==> src/rtl/muldiv_pkg.sv <==
// muldiv_pkg
// Shared definitions for the RV32M multi-cycle multiply/divide sequencer:
//   - funct3 operation encodings (MUL..REMU)
//   - FSM state encoding (3 bits) and the state enum built on it
//   - cnt_width(): iteration counter width derived from the operand width
package muldiv_pkg;

  localparam logic [2:0] F3_MUL    = 3'b000;
  localparam logic [2:0] F3_MULH   = 3'b001;
  localparam logic [2:0] F3_MULHSU = 3'b010;
  localparam logic [2:0] F3_MULHU  = 3'b011;
  localparam logic [2:0] F3_DIV    = 3'b100;
  localparam logic [2:0] F3_DIVU   = 3'b101;
  localparam logic [2:0] F3_REM    = 3'b110;
  localparam logic [2:0] F3_REMU   = 3'b111;

  localparam logic [2:0] ST_IDLE = 3'd0;
  localparam logic [2:0] ST_PREP = 3'd1;
  localparam logic [2:0] ST_CALC = 3'd2;
  localparam logic [2:0] ST_FIX  = 3'd3;
  localparam logic [2:0] ST_DONE = 3'd4;

  typedef enum logic [2:0] {
    IDLE = ST_IDLE,
    PREP = ST_PREP,
    CALC = ST_CALC,
    FIX  = ST_FIX,
    DONE = ST_DONE
  } state_t;

  // The counter counts WIDTH-1 down to 0, so log2(WIDTH) bits suffice.
  function automatic int cnt_width(input int w);
    return (w <= 2) ? 1 : $clog2(w);
  endfunction

endpackage

==> src/rtl/cond_negate.sv <==
// cond_negate
// Two's-complement negation of value when negate is set, pass-through
// otherwise. Used for operand magnitudes and for final sign correction.
// Ports:
//   value  in  WIDTH  operand
//   negate in  1      negate when high
//   result out WIDTH  value or -value (modulo 2^WIDTH)
module cond_negate #(
  parameter int WIDTH = 32
) (
  input  logic [WIDTH-1:0] value,
  input  logic             negate,
  output logic [WIDTH-1:0] result
);

  assign result = negate ? (~value + WIDTH'(1)) : value;

endmodule

==> src/rtl/muldiv_sequencer.sv <==
// muldiv_sequencer
// Multi-cycle RV32M multiply/divide unit: shift-add multiply and restoring
// divide, one iteration per cycle, with sign handling around the unsigned core.
// Ports:
//   clk         in  1      core clock
//   reset       in  1      synchronous active-high reset
//   start_i     in  1      request, accepted in IDLE or DONE
//   funct3_i    in  3      operation select (sampled with start_i)
//   rs1_data_i  in  WIDTH  multiplicand / dividend
//   rs2_data_i  in  WIDTH  multiplier / divisor
//   busy_o      out 1      high in PREP, CALC, FIX
//   done_o      out 1      one-cycle pulse in DONE
//   result_o    out WIDTH  registered result, held until next start or reset
module muldiv_sequencer
  import muldiv_pkg::*;
#(
  parameter int WIDTH = 32
) (
  input  logic             clk,
  input  logic             reset,
  input  logic             start_i,
  input  logic [2:0]       funct3_i,
  input  logic [WIDTH-1:0] rs1_data_i,
  input  logic [WIDTH-1:0] rs2_data_i,
  output logic             busy_o,
  output logic             done_o,
  output logic [WIDTH-1:0] result_o
);

  localparam int CNT_W = cnt_width(WIDTH);

  state_t state, state_next;

  logic [2:0]         op;
  logic [WIDTH-1:0]   a_raw;
  logic [WIDTH-1:0]   b_raw;
  // Multiply: {high accumulator, multiplier shifting out}.
  // Divide: low half holds the quotient shifting in over the dividend.
  logic [2*WIDTH-1:0] prod;
  logic [WIDTH-1:0]   rem;
  // Multiplicand for multiply, divisor for divide.
  logic [WIDTH-1:0]   operand;
  logic               res_neg;
  logic [CNT_W-1:0]   cnt;
  logic [WIDTH-1:0]   result;

  logic               accept;
  logic               is_div;
  logic               is_rem;
  logic               sign_a;
  logic               sign_b;
  logic [WIDTH-1:0]   a_mag;
  logic [WIDTH-1:0]   b_mag;
  logic               div_zero;
  logic               div_ovf;
  logic               special;
  logic [WIDTH-1:0]   special_val;

  logic [WIDTH:0]     mul_sum;
  logic [2*WIDTH-1:0] mul_next;
  logic [WIDTH:0]     div_shift;
  logic [WIDTH:0]     div_diff;

  logic [2*WIDTH-1:0] fix_in;
  logic [2*WIDTH-1:0] fix_out;
  logic [WIDTH-1:0]   fix_sel;

  assign accept = start_i && (state == IDLE || state == DONE);
  assign is_div = op[2];
  assign is_rem = op[2] & op[1];

  assign sign_a = a_raw[WIDTH-1] &&
                  (op == F3_MULH || op == F3_MULHSU || op == F3_DIV || op == F3_REM);
  assign sign_b = b_raw[WIDTH-1] &&
                  (op == F3_MULH || op == F3_DIV || op == F3_REM);

  cond_negate #(.WIDTH(WIDTH)) u_mag_a (
    .value  (a_raw),
    .negate (sign_a),
    .result (a_mag)
  );

  cond_negate #(.WIDTH(WIDTH)) u_mag_b (
    .value  (b_raw),
    .negate (sign_b),
    .result (b_mag)
  );

  // Divide corner cases bypass the iteration with RISC-V defined results.
  always_comb begin
    div_zero    = is_div && (b_raw == '0);
    div_ovf     = (op == F3_DIV || op == F3_REM) &&
                  (a_raw == {1'b1, {(WIDTH-1){1'b0}}}) && (b_raw == '1);
    special     = div_zero || div_ovf;
    special_val = '0;
    if (div_zero)
      special_val = is_rem ? a_raw : '1;
    else if (div_ovf)
      special_val = is_rem ? '0 : a_raw;
  end

  // One shift-add step: add the multiplicand into the high half when the
  // current multiplier bit is set, then shift the whole register right.
  always_comb begin
    mul_sum  = {1'b0, prod[2*WIDTH-1:WIDTH]} + {1'b0, operand};
    mul_next = prod[0] ? {mul_sum, prod[WIDTH-1:1]} : {1'b0, prod[2*WIDTH-1:1]};
  end

  // One restoring-divide step: shift in the next dividend bit and keep the
  // subtraction only if it did not borrow.
  always_comb begin
    div_shift = {rem, prod[WIDTH-1]};
    div_diff  = div_shift - {1'b0, operand};
  end

  // The product is negated at full width so the high half gets the correct
  // borrow; quotient and remainder are zero-extended into the same path.
  assign fix_in = is_div ? {{WIDTH{1'b0}}, (is_rem ? rem : prod[WIDTH-1:0])} : prod;

  cond_negate #(.WIDTH(2*WIDTH)) u_fix (
    .value  (fix_in),
    .negate (res_neg),
    .result (fix_out)
  );

  assign fix_sel = (op == F3_MUL || is_div) ? fix_out[WIDTH-1:0]
                                            : fix_out[2*WIDTH-1:WIDTH];

  // State register.
  always_ff @(posedge clk) begin
    if (reset)
      state <= IDLE;
    else
      state <= state_next;
  end

  // Next-state logic.
  always_comb begin
    state_next = state;
    case (state)
      IDLE: if (start_i) state_next = PREP;
      PREP: state_next = special ? DONE : CALC;
      CALC: if (cnt == '0) state_next = FIX;
      FIX:  state_next = DONE;
      DONE: state_next = start_i ? PREP : IDLE;
      default: state_next = IDLE;
    endcase
  end

  // Datapath, counter and result registers.
  always_ff @(posedge clk) begin
    if (reset) begin
      op      <= '0;
      a_raw   <= '0;
      b_raw   <= '0;
      prod    <= '0;
      rem     <= '0;
      operand <= '0;
      res_neg <= 1'b0;
      cnt     <= '0;
      result  <= '0;
    end else begin
      case (state)
        IDLE, DONE: begin
          if (accept) begin
            op    <= funct3_i;
            a_raw <= rs1_data_i;
            b_raw <= rs2_data_i;
          end
        end
        PREP: begin
          res_neg <= is_rem ? sign_a : (sign_a ^ sign_b);
          cnt     <= CNT_W'(WIDTH - 1);
          if (special) begin
            result <= special_val;
          end else if (is_div) begin
            rem     <= '0;
            prod    <= {{WIDTH{1'b0}}, a_mag};
            operand <= b_mag;
          end else begin
            prod    <= {{WIDTH{1'b0}}, b_mag};
            operand <= a_mag;
          end
        end
        CALC: begin
          cnt <= cnt - CNT_W'(1);
          if (is_div) begin
            if (!div_diff[WIDTH]) begin
              rem  <= div_diff[WIDTH-1:0];
              prod <= {prod[2*WIDTH-1:WIDTH], prod[WIDTH-2:0], 1'b1};
            end else begin
              rem  <= div_shift[WIDTH-1:0];
              prod <= {prod[2*WIDTH-1:WIDTH], prod[WIDTH-2:0], 1'b0};
            end
          end else begin
            prod <= mul_next;
          end
        end
        FIX: result <= fix_sel;
        default: ;
      endcase
    end
  end

  assign busy_o   = (state == PREP) || (state == CALC) || (state == FIX);
  assign done_o   = (state == DONE);
  assign result_o = result;

endmodule
==> config.mk <==
export PLATFORM = sky130hd
export DESIGN_NAME = muldiv_sequencer
export DESIGN_NICKNAME = d
export VERILOG_FILES = /design/src/rtl/muldiv_pkg.sv /design/src/rtl/cond_negate.sv /design/src/rtl/muldiv_sequencer.sv
export SDC_FILE = /design/constraint.sdc
export NUM_CORES = 1
export LEC_CHECK = 0
export CAP_MARGIN = 40
export CORE_UTILIZATION = 42
export CTS_BUF_LIST = sky130_fd_sc_hd__clkbuf_16
export DETAILED_ROUTE_END_ITERATION = 10
export SYNTH_ARGS = -nofsm -noshare
export SYNTH_HDL_FRONTEND = slang
export SYNTH_SLANG_ARGS = --single-unit
==> constraint.sdc <==
create_clock -name clk -period 4.7 [get_ports clk]
set_input_delay 1.175 -clock clk [delete_from_list [all_inputs] [get_ports clk]]
set_output_delay 1.175 -clock clk [all_outputs]
set_load 0.005 [all_outputs]
==> flow_metrics.py, run 1 <==
metrics = {
    "run_status": {
        "status": "finished clean",
    },
    "cells_and_area": {
        "multi_input_area_mm2": 0.0119,
        "drive_gt1_share_pct": 6.60,
        "antenna_cells": 0,
        "flow.area_growth_from_synthesis_pct": 14.2,
        "regArea_mm2": 0.00473,
        "design.final.nets": 2560,
        "stdcell_area_mm2": 0.0200,
        "filler_cell_count": 4173,
        "instances_no_fill": 2971,
    },
    "hold_path": {
        "worst_hold_startpoint": "result_o[31]",
        "timing.hold.worst_endpoint": "result_o[31]",
        "hold_path.class": "flip-flop to flip-flop",
        "whs_path_depth": 2,
    },
    "setup_path": {
        "worst-path-buf-inv": 1,
        "crit_arrival_ps": 4710,
        "worstReg2RegEnd": "result_o[19]",
        "crit_top_cell": "sky130_fd_sc_hd__or4_1",
        "critical_path.cell_chain": "buf_12 -> nor4bb_1 -> o22ai_1 -> or4_1 -> or4_1 -> or3_1 -> o21ai_0 -> xor2_1 -> a21oi_1 -> nor2_1 -> a2111oi_0",
        "r2r_slack_ps": 440,
        "path_delay_family": "simple AND/OR/NAND/NOR gates",
        "worst_setup_path_start_kind": "flip-flop",
        "critPathKind": "flip-flop to flip-flop",
        "crit_required_ps": 5150,
        "timing.critical_path.slowest_stage_cell": "sky130_fd_sc_hd__or4_1",
        "worstPathMaxFanout": 136,
        "rr_worst_depth": 11,
        "r2r-start": "op[2]",
        "endpoint_kind": "flip-flop",
        "cpPeakStageDelay_ps": 580,
    },
    "yosys": {
        "post_synth.cell_area_avg_um2": 7.28,
        "ys_async_sr_fraction_pct": 0,
        "synth_enable_flop_cells": 0,
        "post_synthesis_net_count": 2549,
        "synth-seq-area-share_pct": 27.0,
        "synth_ff_type": "sky130_fd_sc_hd__dfxtp_1",
        "syn-cell-area_mm2": 0.0175,
        "synth_warnings": 0,
        "synth_compound_gate_area_share_pct": 26.1,
        "synth_top_family_by_area": "compound AO/OA/AOI/OAI gates",
        "synth-seq-cells": 236,
        "synthMuxAreaShare_pct": 5.69,
        "xor_and_xnor_fraction_of_the_mapped_netlist_area_pct": 7.80,
        "post_synth_inst_count": 2407,
        "adder_and_majority_cell_fraction_of_the_synthesized_area_pct": 5.23,
        "synth_cell_types": 84,
        "yosys.area_share.simple_pct": 22.7,
    },
    "placed_design": {
        "place.detailed.instances": 2920,
        "io_buffers": 103,
        "dpl-instance-area_mm2": 0.0190,
        "dp_hpwl_um": 51600,
        "place.gp.congestion": 1.02,
        "place_ws_ps": 525,
    },
    "grt": {
        "grt_overflow": 0,
        "wire_length_of_the_first_global_routing_pass_um": 101000,
        "groute.usage.overall_pct": 31.3,
        "number_of_global_route_vias_before_repair": 16565,
        "grt_max_degree": 137,
        "grt_antenna_before_repair": 0,
    },
    "pwr": {
        "power_density_mw_per_mm2": 344,
        "finalPower_uw": 6880,
        "static-leakage-power_uw": 0.00746,
        "vdd_ir_drop_max_mv": 0.321,
    },
    "floorplanning": {
        "core_mm2": 0.0410,
        "die_w_um": 206,
        "fp.dieH_um": 206,
        "start_util_pct": 42.7,
        "core.rowCount": 74,
        "floorplan.die_area_mm2": 0.0425,
        "io_pins": 104,
    },
    "sta": {
        "timing_hold_violations_final": 0,
        "clock_skew_ps": 16.9,
        "setup_viol": 0,
        "setup_tns_ps": 0,
        "achievable-frequency_mhz": 235,
        "maxSlewViolCount": 0,
        "post-route-worst-setup-slack_ps": 438,
        "max_slew.worst_pin.slew_ps": 931,
        "grt_setup_unrepaired": "no",
        "fin_crit_ps": 4260,
        "max-slew-margin-rel_pct": 37.6,
        "final_worst_path_period_share_pct": 90.7,
    },
    "clock_network": {
        "cts_max_path_buffers": 3,
        "clock_insertion_delay_worst_skew_ps": 570,
        "cts_sinks": 236,
        "post_cts.resized_instances": 0,
        "cts_made_buffers": 28,
        "clock_tree_from_tritoncts": "yes",
        "post-cts-setup-buffers": 0,
        "clock_tree.htree_level_count": 1,
        "clk_transition_reported_paths_ps": 60,
        "clk_root_buffer_cell": "sky130_fd_sc_hd__clkbuf_16",
        "cts.hold.buffers_added": 0,
    },
    "drt": {
        "wl_per_cell_um": 22.7,
        "vias": 18178,
        "first_pass_iters": 6,
        "postRouteAntennaNets": 0,
        "drt_drc_violations_left": 0,
        "drt-initial-drc-count": 2166,
        "totalWireLength_um": 67500,
        "via_per_inst": 6.12,
    },
    "job": {
        "max_cap_violations": 0,
    },
}
-- per-layer routing --
metal	vias up	GRT usage [%]	wire length, um
met5	-	0	0
met4	0	13.1	3100
met3	134	5.12	4900
met2	723	49.3	30200
met1	8652	42.0	29400
li1	8669	-	-
-- registers in the layout (all words and copies together), names as in the netlist --
signal    count
prod         64
a_raw        32
b_raw        32
operand      32
rem          32
result_o     32
cnt           5
op            3
state         3
res_neg       1
-- cell usage after synthesis, types with 59 or more instances --
library cell	number	area [um2]
sky130_fd_sc_hd__dfxtp_1	236	4720
sky130_fd_sc_hd__ha_1	70	876
sky130_fd_sc_hd__xnor2_1	94	823
sky130_fd_sc_hd__o21ai_0	127	636
sky130_fd_sc_hd__xor2_1	62	543
sky130_fd_sc_hd__clkbuf_1	136	510
sky130_fd_sc_hd__nand2_1	307	1150
sky130_fd_sc_hd__a21oi_1	285	1430
sky130_fd_sc_hd__a211oi_1	59	443
sky130_fd_sc_hd__nor2_1	310	1160
sky130_fd_sc_hd__inv_1	74	278
sky130_fd_sc_hd__nor3_1	81	405
-- tightest hold or removal path, delay by kind of cell, from the launching register on --
kind            cells  cell delay, ps
flops               1             310
compound gates      1              50
simple gates        1              50
-- worst max-delay path by stage --
stage | slack [ps] | cells after the start | start | endpoint
4_1_cts | 510 | 11 | op[2] | result_o[19]
3_5_place_dp | 530 | 11 | op[2] | result_o[19]
2_1_floorplan | 170 | 15 | op[1] | result_o[28]
5_1_grt | 220 | 11 | op[2] | result_o[19]
3_3_place_gp | 580 | 11 | op[2] | result_o[19]
6_report | 440 | 11 | op[2] | result_o[19]
-- logic make-up (layout without fill, tap and decap cells) --
logic type,count (synthesis),count (layout)
AOI/OAI and AO/OA,732,732
xor gates and xnor gates,156,156
adders and majority gates,72,72
buffers and inverters,244,276
DFF,236,236
muxes,83,83
and+or+nand+nor,884,884
-- area by class of cell --
type	count	area share, %
tap	532	3.33
clock buffer	29	3.63
sequential	236	23.6
multi-input combinational	1927	59.4
timing repair buffer	151	7.09
clock inverter	22	1.58
inverter	74	1.39
-- report_power, final --
part           total [uW]  switching, uW  internal [uW]
Sequential           2340            223           2120
Clock                2490            935           1560
Combinational        2040           1260            784
Total                6880           2420           4460
-- placed cells by master (no fill, tap or decap), types with 10 or more instances in the layout --
cell	count
sky130_fd_sc_hd__a211oi_1	59
sky130_fd_sc_hd__a21o_1	31
sky130_fd_sc_hd__a21oi_1	283
sky130_fd_sc_hd__a22oi_1	18
sky130_fd_sc_hd__a31oi_1	26
sky130_fd_sc_hd__buf_4	46
sky130_fd_sc_hd__clkbuf_16	29
sky130_fd_sc_hd__clkdlybuf4s50_1	102
sky130_fd_sc_hd__dfxtp_1	234
sky130_fd_sc_hd__ha_1	70
sky130_fd_sc_hd__inv_1	77
sky130_fd_sc_hd__mux2_2	14
sky130_fd_sc_hd__mux2i_1	56
sky130_fd_sc_hd__mux4_2	11
sky130_fd_sc_hd__nand2_1	306
sky130_fd_sc_hd__nand2b_1	18
sky130_fd_sc_hd__nand3_1	32
sky130_fd_sc_hd__nand4_1	19
sky130_fd_sc_hd__nor2_1	309
sky130_fd_sc_hd__nor2b_1	17
sky130_fd_sc_hd__nor3_1	81
sky130_fd_sc_hd__nor4_1	13
sky130_fd_sc_hd__o211ai_1	38
sky130_fd_sc_hd__o21ai_0	127
sky130_fd_sc_hd__o22ai_1	17
sky130_fd_sc_hd__o31ai_1	22
sky130_fd_sc_hd__or3_1	15
sky130_fd_sc_hd__or4_1	10
sky130_fd_sc_hd__xnor2_1	93
sky130_fd_sc_hd__xor2_1	62
-- through the flow --
| step | util (%) | hold slack [ps] |
|---|---|---|
| after floorplan | - | 444 |
| after global placement | 46.2 | 449 |
| after detailed placement | 46.2 | 459 |
| after CTS | 48.8 | 468 |
| after global routing | 48.8 | 484 |
| final | 48.8 | 468 |
Note: power is estimated with default switching activity, not from simulation.
==> run 2, diff against run 1 <==
Settings changed: ABC_AREA from default to 0, ABC_CLOCK_PERIOD_IN_PS from default to 4700, RECOVER_POWER from default to 50.
==> run 2 against run 1 <==
  * The run now ends with capacitance limit, slew limit left
  * Largest power group unchanged
  * Routed wire length hardly changed
  * Combinational power about the same
  * Sequential power about the same
  * Die area stayed put
  * Highest routed layer unchanged
  * Worst hold slack got worse by 2.9 ps
  * Power about the same
  * Sequential cell count did not move
  * Largest cell class unchanged
  * Register-to-register slack about the same
  * Critical path depth down 1
  * Critical path type unchanged
==> flow_metrics.py, run 2 (synthesized netlist as in run 1, its figures left out) <==
metrics = {
    "clock_network": {
        "clock_tree_from_tritoncts": "yes",
        "clk_transition_reported_paths_ps": 60,
        "clock_tree.htree_level_count": 1,
        "post-cts-setup-buffers": 0,
        "cts_max_path_buffers": 3,
        "cts_made_buffers": 28,
        "post_cts.resized_instances": 0,
        "cts_sinks": 236,
        "cts.hold.buffers_added": 0,
        "clk_root_buffer_cell": "sky130_fd_sc_hd__clkbuf_16",
        "clock_insertion_delay_worst_skew_ps": 570,
    },
    "pwr": {
        "power_density_mw_per_mm2": 344,
        "vdd_ir_drop_max_mv": 0.321,
        "finalPower_uw": 6880,
        "static-leakage-power_uw": 0.00756,
    },
    "drt": {
        "wl_per_cell_um": 22.7,
        "postRouteAntennaNets": 0,
        "dr_wl_met2_um": 30100,
        "routed.top_layer": "met4",
        "totalWireLength_um": 67500,
        "first_pass_iters": 6,
        "wl_met1_um": 29300,
        "via_per_inst": 6.13,
        "drt_drc_violations_left": 0,
        "drt-initial-drc-count": 2124,
        "route.met3.wl_um": 5000,
        "vias": 18219,
    },
    "cells_and_area": {
        "largest_register_ffs": 64,
        "flow.area_growth_from_synthesis_pct": 14.2,
        "layout.cells.most_common": "sky130_fd_sc_hd__nor2_1",
        "antenna_cells": 0,
        "design.final.nets": 2560,
        "regArea_mm2": 0.00473,
        "final_cell_mix": "309 x sky130_fd_sc_hd__nor2_1, 306 x sky130_fd_sc_hd__nand2_1, 283 x sky130_fd_sc_hd__a21oi_1",
        "filler_cell_count": 4174,
        "drive_gt1_share_pct": 6.48,
        "multi_input_area_mm2": 0.0119,
        "largest_register": "prod",
    },
    "setup_path": {
        "critical_path.cell_chain": "or4_1 -> nor3_2 -> nand4_1 -> nor4_2 -> nor2_1 -> nand2_1 -> clkbuf_2 -> a211oi_1 -> a21oi_1 -> nor2_1",
        "critPathKind": "flip-flop to flip-flop",
        "cpPeakStageDelay_ps": 810,
        "crit_arrival_ps": 4690,
        "endpoint_kind": "flip-flop",
        "worstPathMaxFanout": 43,
        "worst_setup_path_start_kind": "flip-flop",
        "timing.critical_path.slowest_stage_cell": "sky130_fd_sc_hd__clkbuf_2",
        "crit_required_ps": 5140,
        "path_delay_family": "simple AND/OR/NAND/NOR gates",
        "worst-path-buf-inv": 1,
        "crit_top_cell": "sky130_fd_sc_hd__nor2_1",
    },
    "run_status": {
        "status": "finished with violations",
        "failed_checks": "capacitance limit, slew limit",
    },
    "sta": {
        "achievable-frequency_mhz": 235,
        "timing_hold_violations_final": 0,
        "fin_crit_ps": 4250,
        "setup_tns_ps": 0,
        "maxSlewViolCount": 140,
        "grt_setup_unrepaired": "no",
        "max-slew-margin-rel_pct": -100,
        "max_slew.worst_pin.slew_ps": 3010,
        "setup_viol": 0,
        "clock_skew_ps": 17.7,
        "final_worst_path_period_share_pct": 90.4,
    },
    "floorplanning": {
        "core.rowCount": 74,
        "floorplan.die_area_mm2": 0.0425,
        "fp.dieH_um": 206,
        "die_w_um": 206,
        "io_pins": 104,
        "core_mm2": 0.0410,
        "start_util_pct": 42.7,
    },
    "grt": {
        "grt_antenna_before_repair": 0,
        "grt_max_degree": 137,
        "wire_length_of_the_first_global_routing_pass_um": 101000,
        "groute.usage.overall_pct": 31.3,
        "number_of_global_route_vias_before_repair": 16565,
        "grt_overflow": 0,
    },
    "placed_design": {
        "io_buffers": 103,
        "place.gp.congestion": 1.02,
        "dp_hpwl_um": 51600,
    },
    "hold_path": {
        "hold_path.class": "flip-flop to flip-flop",
    },
    "job": {
        "max_cap_violations": 3,
    },
}
## run 2: cell count changes in the layout (fill, tap and decap cells not counted)
cell / previous run / this run
sky130_fd_sc_hd__clkbuf_2: 0 / 1
sky130_fd_sc_hd__clkdlybuf4s50_1: 102 / 69
sky130_fd_sc_hd__and2_1: 5 / 4
sky130_fd_sc_hd__and2_0: 2 / 3
sky130_fd_sc_hd__dlygate4sd3_1: 0 / 33
sky130_fd_sc_hd__buf_4: 46 / 42
sky130_fd_sc_hd__clkbuf_1: 0 / 3
## run 2: power breakdown
| part | leakage (uW) | switching [uW] | internal, uW |
|---|---|---|---|
| Sequential | 0.00192 | 222 | 2120 |
| Clock | 0.000532 | 937 | 1560 |
| Combinational | 0.00511 | 1260 | 781 |
## run 2: tightest hold or removal path, stage by stage (launching register included)
cell	delay [ps]
sky130_fd_sc_hd__dfxtp_1	310
sky130_fd_sc_hd__nand2_1	60
sky130_fd_sc_hd__a21oi_1	50
## run 2: path summary, 6_finish.rpt
| path | startpoint | to | slack [ps] | cells after the start |
|---|---|---|---|---|
| worst max-delay path | b_raw[2] | operand[24] | 450 | 10 |
| worst min-delay path | result_o[22] | result_o[22] | 460 | 2 |
| worst max register to register | b_raw[2] | operand[24] | 450 | 10 |
| worst min register to register | result_o[22] | result_o[22] | 460 | 2 |
## run 2: area by class of cell
type,instances,area share [%]
tap,532,3.33
inverter,74,1.39
timing repair buffer,151,7.02
multi-input combinational,1927,59.4
clock buffer,29,3.63
clock inverter,22,1.58
sequential,236,23.7
## run 2: per-stage QoR
| step | setup slack (ps) | utilization, % | cell area [um2] | hold WS (ps) | std cells |
|---|---|---|---|---|---|
| floorplan | 173 | - | 17500 | 444 | 2407 |
| global placement | 584 | 46.2 | 19000 | 449 | 2920 |
| detailed placement | 525 | 46.2 | 19000 | 459 | 2920 |
| CTS | 509 | 48.8 | 20000 | 468 | 2971 |
| global route | 128 | 48.7 | 20000 | 481 | 2971 |
| finish | 449 | 48.7 | 20000 | 465 | 2971 |
## run 2: metal layers
| metal | up-vias | GRT usage (%) |
|---|---|---|
| met5 | - | 0 |
| met1 | 8655 | 42.0 |
| met2 | 750 | 49.3 |
| met4 | 0 | 13.1 |
| met3 | 135 | 5.12 |
| li1 | 8679 | - |
